--- src/rtl/rob_complete_pkg.sv ---
// Shared types and constants for the reorder buffer / retire stage.
package rob_complete_pkg;

   localparam int ROB_DEPTH = 16;
   localparam int PREGW     = 6;
   localparam int DATAW     = 32;
   localparam int OPW       = 7;

   // Opcodes that retire without producing a register result.
   localparam logic [OPW-1:0] OP_STORE  = 7'b0100011;
   localparam logic [OPW-1:0] OP_BRANCH = 7'b1100011;

   // One reorder-buffer row.
   typedef struct packed {
      logic             valid;
      logic             done;
      logic [PREGW-1:0] pd;
      logic [OPW-1:0]   op;
      logic [PREGW-1:0] opd;
      logic [DATAW-1:0] data;
   } rob_entry_t;

   // True when retiring this opcode writes the PRF and frees the old mapping.
   function automatic logic writes_reg(input logic [OPW-1:0] op);
      return (op != OP_STORE) && (op != OP_BRANCH);
   endfunction

endpackage

--- src/rtl/rob_complete_retire_select.sv ---
// Picks up to two in-order retirements starting at head.
// Slot 2 may only retire when slot 1 does, so retirement never skips an entry.
module rob_retire_select
   import rob_complete_pkg::*;
#(
   parameter  int DEPTH = ROB_DEPTH,
   localparam int IDXW  = $clog2(DEPTH)
) (
   input  logic [IDXW-1:0]  head,
   input  logic [DEPTH-1:0] valid,
   input  logic [DEPTH-1:0] done,
   output logic [1:0]       retire_cnt,
   output logic [IDXW-1:0]  retire_idx_1,
   output logic [IDXW-1:0]  retire_idx_2
);

   logic ok_1;
   logic ok_2;

   // Evaluate the two oldest entries and count how many are ready to leave.
   always_comb begin
      // NOTE: every output of a combinational block gets a default first, so no path can infer a latch.
      retire_idx_1 = head;
      retire_idx_2 = head + IDXW'(1);
      ok_1         = 1'b0;
      ok_2         = 1'b0;
      ok_1         = valid[retire_idx_1] && done[retire_idx_1];
      ok_2         = ok_1 && valid[retire_idx_2] && done[retire_idx_2];
      retire_cnt   = 2'(ok_1) + 2'(ok_2);
   end

endmodule

--- src/rtl/rob_complete.sv ---
// Reorder buffer with completion, result forwarding and two-wide in-order retire.
// Dispatch allocates entries in pairs; FU results mark entries done; the two
// oldest done entries retire per cycle, writing the PRF and freeing old pregs.
module rob_complete
   import rob_complete_pkg::*;
#(
   parameter  int DEPTH = ROB_DEPTH,
   localparam int IDXW  = $clog2(DEPTH)
) (
   input  logic             clk,
   input  logic             rst,
   // allocation from dispatch
   input  logic             u_rob,
   input  logic [PREGW-1:0] rob_p_1,
   input  logic [PREGW-1:0] rob_p_2,
   input  logic [OPW-1:0]   rob_op_1,
   input  logic [OPW-1:0]   rob_op_2,
   input  logic [PREGW-1:0] o_rob_p_1,
   input  logic [PREGW-1:0] o_rob_p_2,
   output logic             alloc_ready,
   output logic [IDXW-1:0]  alloc_idx_1,
   output logic [IDXW-1:0]  alloc_idx_2,
   // functional-unit results
   input  logic             result_valid_1,
   input  logic             result_valid_2,
   input  logic             result_valid_3,
   input  logic [IDXW-1:0]  result_ROB_1,
   input  logic [IDXW-1:0]  result_ROB_2,
   input  logic [IDXW-1:0]  result_ROB_3,
   input  logic [PREGW-1:0] result_dest_1,
   input  logic [PREGW-1:0] result_dest_2,
   input  logic [PREGW-1:0] result_dest_3,
   input  logic [DATAW-1:0] result_1,
   input  logic [DATAW-1:0] result_2,
   input  logic [DATAW-1:0] result_3,
   // forwarding back to dispatch
   output logic             f_flag_1,
   output logic             f_flag_2,
   output logic             f_flag_3,
   output logic [PREGW-1:0] dest_r_1,
   output logic [PREGW-1:0] dest_r_2,
   output logic [PREGW-1:0] dest_r_3,
   output logic [DATAW-1:0] f_data_1,
   output logic [DATAW-1:0] f_data_2,
   output logic [DATAW-1:0] f_data_3,
   // retirement
   output logic             prf_we_1,
   output logic             prf_we_2,
   output logic [PREGW-1:0] prf_addr_1,
   output logic [PREGW-1:0] prf_addr_2,
   output logic [DATAW-1:0] prf_data_1,
   output logic [DATAW-1:0] prf_data_2,
   output logic             free_valid_1,
   output logic             free_valid_2,
   output logic [PREGW-1:0] free_preg_1,
   output logic [PREGW-1:0] free_preg_2,
   output logic [IDXW:0]    rob_count
);

   localparam int CNTW  = IDXW + 1;
   localparam int NPORT = 3;

   rob_entry_t       rob [DEPTH];
   logic [IDXW-1:0]  head;
   logic [IDXW-1:0]  tail;
   logic [CNTW-1:0]  count;
   logic [CNTW-1:0]  count_next;
   logic             alloc_accept;

   logic [DEPTH-1:0] valid_vec;
   logic [DEPTH-1:0] done_vec;
   logic [1:0]       retire_cnt;
   logic [IDXW-1:0]  retire_idx_1;
   logic [IDXW-1:0]  retire_idx_2;

   // Result ports gathered into arrays so completion and forwarding can loop.
   logic             res_valid [NPORT];
   logic [IDXW-1:0]  res_idx   [NPORT];
   logic [PREGW-1:0] res_dest  [NPORT];
   logic [DATAW-1:0] res_data  [NPORT];

   logic             fwd_flag  [NPORT];
   logic [PREGW-1:0] fwd_dest  [NPORT];
   logic [DATAW-1:0] fwd_data  [NPORT];

   assign res_valid[0] = result_valid_1;
   assign res_valid[1] = result_valid_2;
   assign res_valid[2] = result_valid_3;
   assign res_idx[0]   = result_ROB_1;
   assign res_idx[1]   = result_ROB_2;
   assign res_idx[2]   = result_ROB_3;
   assign res_dest[0]  = result_dest_1;
   assign res_dest[1]  = result_dest_2;
   assign res_dest[2]  = result_dest_3;
   assign res_data[0]  = result_1;
   assign res_data[1]  = result_2;
   assign res_data[2]  = result_3;

   assign f_flag_1 = fwd_flag[0];
   assign f_flag_2 = fwd_flag[1];
   assign f_flag_3 = fwd_flag[2];
   assign dest_r_1 = fwd_dest[0];
   assign dest_r_2 = fwd_dest[1];
   assign dest_r_3 = fwd_dest[2];
   assign f_data_1 = fwd_data[0];
   assign f_data_2 = fwd_data[1];
   assign f_data_3 = fwd_data[2];

   // Space check uses registered count only, so it never depends on this cycle's retire.
   assign alloc_ready  = (count <= CNTW'(DEPTH - 2));
   assign alloc_accept = u_rob && alloc_ready;
   assign alloc_idx_1  = tail;
   assign alloc_idx_2  = tail + IDXW'(1);
   assign rob_count    = count;

   // Flatten entry status bits for the retire selector.
   always_comb begin
      valid_vec = '0;
      done_vec  = '0;
      for (int i = 0; i < DEPTH; i++) begin
         valid_vec[i] = rob[i].valid;
         done_vec[i]  = rob[i].done;
      end
   end

   rob_retire_select #(.DEPTH(DEPTH)) u_retire_select (
      .head         (head),
      .valid        (valid_vec),
      .done         (done_vec),
      .retire_cnt   (retire_cnt),
      .retire_idx_1 (retire_idx_1),
      .retire_idx_2 (retire_idx_2)
   );

   // Occupancy after this cycle's allocation and retirement.
   always_comb begin
      count_next = count + (alloc_accept ? CNTW'(2) : CNTW'(0)) - CNTW'(retire_cnt);
   end

   // Entry array: completion, then retire clear, then allocation (later writes win).
   always_ff @(posedge clk or posedge rst) begin
      if (rst) begin
         // NOTE: the entry array is reset on purpose; stale valid bits after reset would retire garbage.
         for (int i = 0; i < DEPTH; i++) begin
            rob[i] <= '0;
         end
      end else begin
         // Highest-numbered port is written first so port 1 has the final say on a collision.
         for (int p = NPORT - 1; p >= 0; p--) begin
            if (res_valid[p] && rob[res_idx[p]].valid) begin
               rob[res_idx[p]].done <= 1'b1;
               rob[res_idx[p]].data <= res_data[p];
            end
         end
         if (retire_cnt != 2'd0) begin
            rob[retire_idx_1] <= '0;
         end
         if (retire_cnt == 2'd2) begin
            rob[retire_idx_2] <= '0;
         end
         // Tail entries are invalid here (alloc needs two free slots), so no completion overlaps.
         if (alloc_accept) begin
            rob[alloc_idx_1] <= '{valid: 1'b1, done: 1'b0, pd: rob_p_1, op: rob_op_1,
                                  opd: o_rob_p_1, data: '0};
            rob[alloc_idx_2] <= '{valid: 1'b1, done: 1'b0, pd: rob_p_2, op: rob_op_2,
                                  opd: o_rob_p_2, data: '0};
         end
      end
   end

   // Head, tail and occupancy bookkeeping; pointers wrap naturally at DEPTH.
   always_ff @(posedge clk or posedge rst) begin
      if (rst) begin
         head  <= '0;
         tail  <= '0;
         count <= '0;
      end else begin
         // NOTE: state registers use non-blocking assignment so every block sees pre-edge values.
         head  <= head + IDXW'(retire_cnt);
         tail  <= tail + (alloc_accept ? IDXW'(2) : IDXW'(0));
         count <= count_next;
      end
   end

   // Forward each FU result to dispatch one cycle later; payload holds when idle.
   always_ff @(posedge clk or posedge rst) begin
      if (rst) begin
         for (int p = 0; p < NPORT; p++) begin
            fwd_flag[p] <= 1'b0;
            fwd_dest[p] <= '0;
            fwd_data[p] <= '0;
         end
      end else begin
         for (int p = 0; p < NPORT; p++) begin
            fwd_flag[p] <= res_valid[p];
            if (res_valid[p]) begin
               fwd_dest[p] <= res_dest[p];
               fwd_data[p] <= res_data[p];
            end
         end
      end
   end

   // Registered retire outputs: PRF write and old-preg release per slot.
   always_ff @(posedge clk or posedge rst) begin
      if (rst) begin
         prf_we_1     <= 1'b0;
         prf_we_2     <= 1'b0;
         prf_addr_1   <= '0;
         prf_addr_2   <= '0;
         prf_data_1   <= '0;
         prf_data_2   <= '0;
         free_valid_1 <= 1'b0;
         free_valid_2 <= 1'b0;
         free_preg_1  <= '0;
         free_preg_2  <= '0;
      end else begin
         prf_we_1     <= (retire_cnt != 2'd0) && writes_reg(rob[retire_idx_1].op);
         free_valid_1 <= (retire_cnt != 2'd0) && writes_reg(rob[retire_idx_1].op);
         prf_we_2     <= (retire_cnt == 2'd2) && writes_reg(rob[retire_idx_2].op);
         free_valid_2 <= (retire_cnt == 2'd2) && writes_reg(rob[retire_idx_2].op);
         if (retire_cnt != 2'd0) begin
            prf_addr_1  <= rob[retire_idx_1].pd;
            prf_data_1  <= rob[retire_idx_1].data;
            free_preg_1 <= rob[retire_idx_1].opd;
         end
         if (retire_cnt == 2'd2) begin
            prf_addr_2  <= rob[retire_idx_2].pd;
            prf_data_2  <= rob[retire_idx_2].data;
            free_preg_2 <= rob[retire_idx_2].opd;
         end
      end
   end

endmodule

--- config.mk ---
export PLATFORM = sky130hd
export DESIGN_NAME = rob_complete
export DESIGN_NICKNAME = d
export VERILOG_FILES = /design/src/rtl/rob_complete_pkg.sv /design/src/rtl/rob_complete_retire_select.sv /design/src/rtl/rob_complete.sv
export SDC_FILE = /design/constraint.sdc
export NUM_CORES = 2
export LEC_CHECK = 0
export CAP_MARGIN = 20
export CORE_MARGIN = 5
export CORE_UTILIZATION = 30
export CTS_CLUSTER_SIZE = 16
export DETAILED_ROUTE_END_ITERATION = 6
export PLACE_DENSITY = 0.44
export SLEW_MARGIN = 20
export SYNTH_ARGS = -nofsm -noshare
export SYNTH_HDL_FRONTEND = slang
export SYNTH_HIERARCHICAL = 1
export SYNTH_SLANG_ARGS = --single-unit
--- constraint.sdc ---
create_clock -name clk -period 45 [get_ports clk]
set_input_delay 9 -clock clk [delete_from_list [all_inputs] [get_ports clk]]
set_output_delay 9 -clock clk [all_outputs]
set_load 0.005 [all_outputs]
---- After elaboration in Yosys (flattened, before gate mapping) ----
Index checks and enable logic that the tools add are counted.
storage, ports and cells
  output and inout bits ................... 223
  logic and storage cells ................. 234
  flip-flop bits (word level) ............. 1068
operators by class
  $lt $le $gt $ge ......................... 17
  reduce and logical (&&, ||, !) cells .... 19
  multiplexer cells ....................... 59
  bitwise gates (word level) .............. 11
  add/subtract/negate cells ............... 7
  equal/unequal tests ..................... 5
operators by type and width
  cell                 count
  $bwmux 848           8
  $mux 848             6
  $demux 53 s4         10
  $and 848x848->848    2
  $not 848->848        2
  $bmux 53 s4          5
  $mux 53              10
  $mux 51              4
  $mux 52              3
  $mux 32              3
  $ge 5x5->1 const B   7
  $lt 5x1->1 const B   7
  $not 4->5            7
  $logic_and 1x1->1    18
  $bmux 1 s4           4
  $ne 7x6->1 const B   2
  $ne 7x7->1 const B   2
  $lt 4x5->1 const B   2
  $add 4x1->4 const B  2
  $add 4x2->4          2
  $add 5x2->5          1
  $le 5x4->1 const B   1
  $sub 5x2->5          1
  $mux 1               4
  other kinds (4)      5

---- Depth between registers and ports, before layout ----
  depth in word-level cells ............... 21
  depth in mapped cells ................... 15
  mapped depth without buffers ............ 12

---- Hierarchy ----
The synthesis kept the hierarchy.
by module, submodules not included
  module             area an instance (µm²)  times used  cells each
  rob_complete       64363.0                 1           6369
  rob_retire_select  446.7                   1           44

---- Worst setup path after synthesis ----
OpenSTA, ideal clock, no wires.
  kind .................................... in2reg
  from .................................... input result_ROB_1[1]
  to ...................................... register rob[530] (netlist bit)
  slack ................................... 34.341 ns
  stages on the path ...................... 8
  buffers on the path ..................... 3
  data arrival time ....................... 10.582 ns
  cell sequence ........................... buf_2 > mux4_2 > nand3b_1 > nor2_1 > buf_2 > buf_1 > a211o_1 > a21oi_1
on the way
  longest elaborated chain between the ends .. 14
  elaborated cells between the ends (all ways) .. 21
  those cells by class .................... order compare: 2; mux: 14; bitwise: 3; reduce/logical: 2
RTL lines
  item                                                            line                                                           source
  start: declaration                                              rob_complete.sv:27                                             input logic [IDXW-1:0] result_ROB_1,
  $not 4->5 (not written as such) *                               rob_complete.sv:150, rob_complete.sv:151, rob_complete.sv:152
  $ge 5x5->1 (not written as such) or $lt 5x1->1 (tied branches)  rob_complete.sv:152                                            rob[res_idx[p]].data <= res_data[p];
  $logic_and 1x1->1 (not written as such)                         rob_complete.sv:152
  $mux 32 (not written as such)                                   rob_complete.sv:152
  $demux 53 s4                                                    rob_complete.sv:152
  $bwmux 848                                                      rob_complete.sv:152
  $mux 848 *                                                      rob_complete.sv:150                                            if (res_valid[p] && rob[res_idx[p]].valid) begin
  $and 848x848->848 (no source line)                              --
  $mux 848 *                                                      rob_complete.sv:155                                            if (retire_cnt != 2'd0) begin
  $and 848x848->848 (no source line)                              --
  $mux 848 *                                                      rob_complete.sv:158                                            if (retire_cnt == 2'd2) begin
  $bwmux 848                                                      rob_complete.sv:163                                            rob[alloc_idx_1] <= '{valid: 1'b1, done: 1'b0, pd: rob_p_1, op: rob_op_1,
  $bwmux 848                                                      rob_complete.sv:165                                            rob[alloc_idx_2] <= '{valid: 1'b1, done: 1'b0, pd: rob_p_2, op: rob_op_2,
  $mux 848 *                                                      rob_complete.sv:162                                            if (alloc_accept) begin
  end signal: indexed assignment                                  rob_complete.sv:163
  end signal: indexed assignment                                  rob_complete.sv:165
  end: declaration                                                rob_complete.sv:63                                             rob_entry_t rob [DEPTH];
Mark *: on every way between the ends. The rest lies on a longest branch, timed or not. The select of a mux whose other input is x is not followed.
A chain may end at the register's enable or synchronous reset.

==> flow_metrics.py <==
metrics = {
    "outcome": {
        "status": "finished with violations",
        "violations": "DRC",
    },
    "timing": {
        "tns_ns": 0,
        "worst_slack_ns": 32.37,
        "rsz0062_at_grt": "no",
        "tightest_slew_ns": 1.200,
        "fmax_mhz": 79.16,
        "hold_viol": 0,
        "slew_violations": 0,
        "period_share": 0.2807,
        "relSlewSlack": 0.1974,
        "period_needed_ns": 12.63,
        "worst_clock_skew_ns": 0.02964,
        "finalSetupViolCount": 0,
    },
    "clocking": {
        "htree_levels": 4,
        "postCtsSetupBuffers": 0,
        "path_clk_slew_ns": 0.06,
        "hold_buffers": 0,
        "clock-sinks": 1051,
        "cts_made_buffers": 139,
        "clk_path_buf_depth": 3,
        "cts-root-buf": "clkbuf_16",
        "ctsResizeCount": 0,
        "cts_tree": "built",
        "clk_latency_ns": 0.81,
    },
    "synth": {
        "synth.avg_cell_area_um2": 10.11,
        "async_flop_share": 1.000,
        "synth_warnings": 6,
        "synth_seq_cells": 1051,
        "ys_types": 63,
        "ys_seq_area_frac": 0.4058,
        "synth_cells": 6413,
        "synth_edf_count": 0,
        "syn_nets": 6598,
        "ys.flop_type": "dfrtp_1",
        "netlist_area_mm2": 0.06481,
    },
    "global_routing": {
        "grt_usage": 0.2518,
        "grt_pass1_wl_um": 409600,
        "grt_overflow_total": 0,
        "grt_pass1_vias": 52740,
        "antenna_found_initial": 32,
        "grt_max_degree": 148,
    },
    "routing": {
        "vias": 53590,
        "wl_per_cell_um": 31.45,
        "antenna_left": 0,
        "wl_um": 290200,
        "route.detailed.drc": 5,
        "drtIter0Drc": 5774,
        "routed_via_density": 5.807,
        "first_pass_iters": 7,
    },
    "worst_setup_path": {
        "criticalPathCategory": "primary input to async pin",
        "r2r_start": "head[0]",
        "critPathLaunchType": "primary input",
        "critPathMaxFanout": 103,
        "critPathCaptureType": "async pin",
        "arrival_ns": 13.46,
        "rrSetupSlack_ns": 39.06,
        "r2r_end": "rob[803]",
        "r2r_cells": 11,
        "cp_data_required_time_ns": 45.83,
    },
    "layout": {
        "final-seq-area_mm2": 0.02631,
        "drive_above_1_share": 0.1680,
        "layout_commonest_cell": "nand2_1",
        "multi_input_area_mm2": 0.03523,
        "num-nets-final": 6451,
        "fill_cells": 21390,
        "utilization": 0.3488,
        "mostFrequentLayoutCells": "1239 x nand2_1, 1048 x dfrtp_1, 537 x a21oi_1",
        "syn2layout_area_growth_pct": 15.61,
    },
    "die": {
        "dieArea_mm2": 0.2254,
        "start_util": 0.3017,
        "ios": 393,
        "coreArea_mm2": 0.2148,
        "dieWidth_um": 474.8,
        "fp.dieH_um": 474.8,
        "rows": 170,
    },
    "pwr": {
        "leakage_nw": 33.55,
        "ir_drop_mv": 0.1266,
        "power.density_mw_per_mm2": 75.65,
    },
    "min_path": {
        "worstHoldEndpoint": "prf_data_2[19]",
        "hp-start": "prf_data_2[19]",
        "hold_path.class": "flop to flop",
        "hold_depth": 2,
    },
    "placed_design": {
        "post-place-ws_ns": 31.36,
        "dp_hpwl_um": 163500,
        "port_buffers": 388,
        "gp_congestion": 0.8101,
    },
    "run": {
        "cap_viol_max_count": 0,
    },
}
-- synthesized netlist by cell type (all sizes together) (3+ instances only) --
library cell     n  area (um^2)
and3            13        83.83
a31oi            4        25.02
nand3          168        840.8
mux2           162         1824
fa               3        60.06
nand3b           4        30.03
o31a             3        26.28
a22oi            6        45.04
a22o            34        297.8
and2             4        25.03
a211oi           6        45.04
and3b            5        43.79
mux2i          512         5125
a21oi          538         2693
nand4b           4        35.03
nor2           546         2049
nor2b            7        43.79
nand4           18        112.6
inv             27        106.4
nand2         1248         4687
nor4            11        68.82
a2111oi          3        51.30
clkbuf         429         1612
xnor2            5        43.79
o21ai          149        745.7
a41oi            3        26.28
nor3b           16        125.1
nand2b          10        62.56
nor4b            3        26.28
and4             4        35.03
ha              12        150.1
a21o            11        82.58
a211o          482         4222
dfrtp         1051        26300
a32oi           10        87.58
buf            392         2048
mux4           475        10710
nor3            20        100.1
-- metal layers --
layer / up-vias / track usage / part of all wire
met3: 553 / 0.05705 / 0.083
met1: 27830 / 0.3383 / 0.42
li1: 22670 / - / -
met2: 2527 / 0.3941 / 0.46
met5: - / 0 / 0.000090
met4: 4 / 0.1008 / 0.040
-- worst max-delay path, cell delays in order --
cell             delay [ns]
clkdlybuf4s50_1        0.50
inv_8                  0.62
buf_4                  0.83
buf_4                  0.78
buf_4                  0.76
buf_4                  0.72
-- logic make-up after synthesis --
kind of cell | Yosys count | share of synthesized area
AOI/OAI and AO/OA | 1256 | 0.1297
xor gates and xnor gates | 7 | 0.0009460
adders and majority gates | 15 | 0.003243
buffers and inverters | 849 | 0.05817
DFF | 1051 | 0.4058
muxes | 1149 | 0.2725
other | 2 | 0.0001159
and+or+nand+nor | 2084 | 0.1295
-- flip-flops by register name (all words and copies together), names as in the netlist, 3 cells and up --
| name | cells |
|---|---|
| f_data_2 | 32 |
| prf_data_1 | 32 |
| head | 4 |
| free_preg_2 | 6 |
| rob | 816 |
| dest_r_2 | 6 |
| dest_r_3 | 6 |
| rob_count | 5 |
| free_preg_1 | 6 |
| dest_r_1 | 6 |
| alloc_idx_1 | 3 |
| f_data_3 | 32 |
| f_data_1 | 32 |
| done_vec | 16 |
| prf_addr_1 | 6 |
| prf_addr_2 | 6 |
| prf_data_2 | 32 |
-- power breakdown --
group	switching, mW	internal (mW)	total [mW]
Sequential	0.307	1.33	1.63
Clock	0.468	0.684	1.15
Combinational	1.51	1.37	2.88
-- worst max-delay path by stage --
stage / from / end / slack, ns / depth (start not counted)
5_1_grt: rst / rob[472] / 31.77 / 6
6_report: rst / prf_addr_1[3] / 32.37 / 6
2_1_floorplan: rst / alloc_idx_1[1] / 6.42 / 1
3_5_place_dp: rst / prf_addr_2[2] / 31.36 / 6
4_1_cts: rst / prf_addr_1[3] / 32.24 / 6
3_3_place_gp: rst / prf_addr_2[2] / 31.35 / 6
-- cell type report --
class	instances	share of cell area
inverters	28	0.001820
clock inverters	31	0.005811
flip-flops and latches	1051	0.3512
clock buffers	212	0.05526
diodes	22	0.0007348
multi-input cells	4513	0.4702
repair buffers	533	0.06757
well taps	2838	0.04739
-- through the flow --
stage	area (um^2)	hold slack [ns]	std cells	total power [mW]
2_1_floorplan	64810	0.4674	6413	3.510
5_1_grt	74910	0.5038	9223	5.953
3_3_place_gp	70200	0.4647	8959	4.452
6_report	74920	0.4741	9228	5.668
4_1_cts	74810	0.4814	9203	5.685
3_5_place_dp	70230	0.4634	8960	4.510
(Power assumes the default switching activity.)
